[src/rtl/modn_updown_counter.sv]
// Modulo-N up/down counter with synchronous clear, parallel load and enable.
// Provides a combinational terminal-count output for cascading stages, a
// registered wrap pulse, a registered out-of-range load flag and an optional
// one-shot mode that halts at the terminal state until cleared or reloaded.
module modn_updown_counter #(
  parameter int     WIDTH    = 4,
  parameter longint MODULUS  = 12,
  parameter int     ONE_SHOT = 0
) (
  input  logic             clk,
  input  logic             rst,
  input  logic             clr,
  input  logic             load,
  input  logic [WIDTH-1:0] load_val,
  input  logic             en,
  input  logic             up_dn,
  output logic [WIDTH-1:0] count,
  output logic             tc,
  output logic             wrap,
  output logic             done,
  output logic             load_err
);

  // Largest modulus the count register can represent.
  localparam longint MOD_LIMIT = longint'(1) << WIDTH;

  // Parameter sanity: stop elaboration on configurations that cannot work.
  generate
    if (WIDTH < 1 || WIDTH > 32) begin : g_bad_width
      $fatal(1, "modn_updown_counter: WIDTH=%0d outside 1..32", WIDTH);
    end
    if (MODULUS < 2 || MODULUS > MOD_LIMIT) begin : g_bad_modulus
      $fatal(1, "modn_updown_counter: MODULUS=%0d outside 2..%0d", MODULUS, MOD_LIMIT);
    end
    if (ONE_SHOT != 0 && ONE_SHOT != 1) begin : g_bad_one_shot
      $fatal(1, "modn_updown_counter: ONE_SHOT=%0d must be 0 or 1", ONE_SHOT);
    end
  endgenerate

  // MODULUS fits in WIDTH+1 bits even when it equals 2**WIDTH.
  localparam logic [WIDTH:0]   MOD_EXT     = (WIDTH+1)'(MODULUS);
  localparam logic [WIDTH:0]   ONE_EXT     = (WIDTH+1)'(1);
  localparam logic [WIDTH-1:0] TOP         = WIDTH'(MODULUS - 1);
  localparam logic             ONE_SHOT_EN = (ONE_SHOT != 0);

  // Architectural state.
  logic [WIDTH-1:0] count_p0;
  logic             wrap_p0;
  logic             done_p0;
  logic             load_err_p0;

  // Next-state values.
  logic [WIDTH-1:0] count_nxt;
  logic             wrap_nxt;
  logic             done_nxt;
  logic             load_err_nxt;

  // Extended arithmetic and terminal detection.
  logic [WIDTH:0] inc_ext;
  logic [WIDTH:0] dec_ext;
  logic           at_top;
  logic           at_bottom;
  logic           at_term;
  logic           load_ok;

  // Modular step: terminal state folds back to the opposite end of the range.
  function automatic logic [WIDTH-1:0] step_mod(input logic             dir_up,
                                                input logic             term,
                                                input logic [WIDTH-1:0] inc_val,
                                                input logic [WIDTH-1:0] dec_val);
    if (term) begin
      return dir_up ? '0 : TOP;
    end
    return dir_up ? inc_val : dec_val;
  endfunction

  // Terminal detection from WIDTH+1-bit increment/decrement; the borrow bit flags count==0.
  always_comb begin
    inc_ext   = {1'b0, count_p0} + ONE_EXT;
    dec_ext   = {1'b0, count_p0} - ONE_EXT;
    at_top    = (inc_ext == MOD_EXT);
    at_bottom = dec_ext[WIDTH];
    at_term   = up_dn ? at_top : at_bottom;
    load_ok   = ({1'b0, load_val} < MOD_EXT);
  end

  // Next-state selection with priority clr > load > en; one-shot halts at the terminal state.
  always_comb begin
    count_nxt    = count_p0;
    done_nxt     = done_p0;
    wrap_nxt     = 1'b0;
    load_err_nxt = 1'b0;
    if (clr) begin
      count_nxt = '0;
      done_nxt  = 1'b0;
    end else if (load) begin
      done_nxt = 1'b0;
      if (load_ok) begin
        count_nxt = load_val;
      end else begin
        count_nxt    = '0;
        load_err_nxt = 1'b1;
      end
    end else if (en && !done_p0) begin
      if (at_term && ONE_SHOT_EN) begin
        done_nxt = 1'b1;
      end else begin
        count_nxt = step_mod(up_dn, at_term, inc_ext[WIDTH-1:0], dec_ext[WIDTH-1:0]);
        wrap_nxt  = at_term;
      end
    end
  end

  // State register with asynchronous clear of count and all status flags.
  always_ff @(posedge clk or posedge rst) begin
    if (rst) begin
      count_p0    <= '0;
      wrap_p0     <= 1'b0;
      done_p0     <= 1'b0;
      load_err_p0 <= 1'b0;
    end else begin
      count_p0    <= count_nxt;
      wrap_p0     <= wrap_nxt;
      done_p0     <= done_nxt;
      load_err_p0 <= load_err_nxt;
    end
  end

  // Stored count never leaves 0..MODULUS-1.
  a_count_in_range : assert property (@(posedge clk) disable iff (rst)
    ({1'b0, count_p0} < MOD_EXT));

  assign count    = count_p0;
  assign wrap     = wrap_p0;
  assign done     = ONE_SHOT_EN ? done_p0 : 1'b0;
  assign load_err = load_err_p0;
  // Terminal count is gated by reset so a cascaded stage never sees a spurious enable.
  assign tc       = ~rst & en & at_term & ~done_p0;

endmodule

[config.mk]
export PLATFORM = sky130hd
export DESIGN_NAME = modn_updown_counter
export DESIGN_NICKNAME = d
export VERILOG_FILES = /design/src/rtl/modn_updown_counter.sv
export SDC_FILE = /design/constraint.sdc
export NUM_CORES = 1
export LEC_CHECK = 0
export ABC_AREA = 1
export CELL_PAD_IN_SITES_DETAIL_PLACEMENT = 1
export CELL_PAD_IN_SITES_GLOBAL_PLACEMENT = 1
export CORE_AREA = 2 2 45 47
export CTS_CLUSTER_SIZE = 28
export DETAILED_ROUTE_END_ITERATION = 10
export DIE_AREA = 0 0 47 49
export PLACE_DENSITY_LB_ADDON = 0.1
export SYNTH_ARGS = -nofsm -noshare
export SYNTH_HDL_FRONTEND = slang
export SYNTH_SLANG_ARGS = --single-unit
export TNS_END_PERCENT = 20
[constraint.sdc]
create_clock -name clk -period 1.95 [get_ports clk]
set_clock_uncertainty 0.2 [all_clocks]
set_input_delay 0.2925 -clock clk [delete_from_list [all_inputs] [get_ports clk]]
set_output_delay 0.2925 -clock clk [all_outputs]
set_load 0.02 [all_outputs]
==> metrics.csv <==
metric,value,unit
violations,setup timing,
place_ws,-0.518,ns
cts_buffers,3,
viasPerCell,4.42,
critPathCaptureType,output pin,
seq_area_frac_synth,30.9,%
synth_area_leaders,"dfrtp_1 31%, nand2_1 17%, inv_1 6.2%",
clk_pin_slew_worst_paths,0.06,ns
drtIter0Drc,3,
placeableCoreArea,1840,um2
port_buffers,16,
nNetsFinal,124,
yosys_warnings,0,
postRouteAntennaNets,0,
synth_top_area_share,30.9,%
vias,605,
fp.dieH,49,um
ir_worst_vdd,0.000380,V
drive_above_1_share,40.0,%
drtPass1Iterations,4,
syn2layout_area_growth,81.4,%
setup_slack,-0.0811,ns
synthesis.area,485,um2
grt_max_degree,8,
whs,0.152,ns
cts_sinks,6,
min_path_type,input pin to asynchronous set/reset pin,
drt_wl_total,1590,um
die-area,2300,um2
timing.final.crit_share,104,%
grt_util_all_layers,15.1,%
grt_pass1_vias,565,
drc,0,
hold_viol,0,
synth_seq_cells,6,
fin_util,47.8,%
gp_congestion,0.821,
final_cell_mix,"21 x nand2_1, 20 x buf_4, 13 x clkdlybuf4s50_1, 6 x nor2_1",
status,finished with violations,
final_common_cell,nand2_1,
worstSetupPathType,flip-flop to output pin,
p_leak,0.454,nW
hpwl,1170,um
synth_area_leader_cell,dfrtp_1,
dieWidth,47,um
rsz0062_at_grt,true,
cp.required,1.46,ns
fin_crit,2.03,ns
clockBufferDepth,2,
antennaDiodeCount,0,
initial_core_util,26.4,%
cp.arrival,1.54,ns
maxCapViolCount,0,
htreeDepth,1,
final_cells,137,
power.density,565,nW/um2
clkLatencyLatePin,0.27,ns
synth_cell_types,20,
cts_root_buf,clkbuf_4,
row_count,16,
path_max_fanout,4,
avgSynthCellArea,6.74,um2
slew_violations,0,
fillCellCount,237,
synth_nets,84,
io_pins,18,
synth_cells,72,
grt_overflow,0,
cts_tree,done,
total_power,0.000498,W
start_kind,flip-flop,
antenna_found_initial,0,
wl_per_cell,11.6,um
fmax,492,MHz
setup_viol,1,
place_inst,129,
grt_pass1_wl,2420,um
## cell usage after synthesis
master,number
inv_1,8
o22ai_2,1
nand3_2,1
buf_4,1
ha_1,2
nor3_1,1
dfrtp_1,6
nor2_1,8
nand2_1,22
nor2_2,2
inv_2,2
conb_1,1
a21oi_1,3
o21ai_1,2
nand3_1,3
nand4_1,1
nor3_2,2
o22ai_1,1
nand2_2,3
xor2_1,2
## metrics by stage
| step | area [um2] | setup TNS, ns |
|---|---|---|
| 2_1_floorplan | 485 | 0 |
| 3_3_place_gp | 785 | -0.444 |
| 3_5_place_dp | 785 | -0.518 |
| 4_1_cts | 818 | -0.0433 |
| 5_1_grt | 881 | -0.171 |
| 6_report | 881 | -0.0811 |
## logic make-up (layout without fill, tap and decap cells)
kind of cell    after synthesis  after routing  share of synthesized area [%]
simple gates                 43             43                           41.2
buf+inv                      11             49                           9.28
compound gates                7              7                           9.02
flops                         6              6                           30.9
fa+ha+maj                     2              2                           5.15
xor+xnor                      2              2                           3.61
other cells                   1              1                          0.772
## critical path, stage by stage (launching register included)
cell and delay [ns]:
dfrtp_1 0.43, inv_2 0.10, ha_4 0.12, inv_2 0.04
nor2_2 0.11, nand3_2 0.09, nand2_2 0.10, nand2_4 0.06
nor2_4 0.11, buf_6 0.12
## per-layer routing
metal / GRT usage (%) / up-vias / share of wire [%]
li1: - / 303 / -
met1: 18.5 / 286 / 42
met2: 22.8 / 12 / 53
met3: 3.33 / 4 / 2.6
met4: 9.72 / 0 / 2.8
met5: 0 / - / 0
## where the power goes
group	internal [W]	total [W]	switching, W
clock	0.0000707	0.000131	0.0000602
combinational	0.000114	0.000221	0.000107
sequential	0.000135	0.000146	0.0000111
total	0.000320	0.000498	0.000178
## registers in the layout, indices dropped and copies added (netlist names)
register  cells
count         4
wrap          1
load_err      1
## timing repair
action                                  CTS  global route
endpoints found under the hold margin     0             0
buffers inserted                          1             4
pin swaps                                 0             8
hold buffers                              0             0
resized for setup                        10            10
endpoints found under the setup margin    2             2
## worst paths after layout
path                       cells past startpoint  endpoint  slack (ns)      from
max                                            9        tc       -0.08  count[0]
min in group clk                               2  count[2]        0.37  count[2]
min reg2reg                                    2  count[2]        0.37  count[2]
max reg2reg                                   10      wrap        0.26  count[0]
min                                            2  count[3]        0.15       rst
max in group asynchronous                      2  count[2]        1.17       rst
## final cells by class
| class | instances | area [um2] | area share [%] |
|---|---|---|---|
| Multi-Input combinational cell | 55 | 323 | 36.6 |
| Tap cell | 27 | 33.8 | 3.84 |
| Clock buffer | 3 | 22.5 | 2.56 |
| Timing Repair Buffer | 36 | 313 | 35.5 |
| Sequential cell | 6 | 151 | 17.2 |
| Inverter | 10 | 37.5 | 4.26 |
Power figures use the tool's default switching activity.
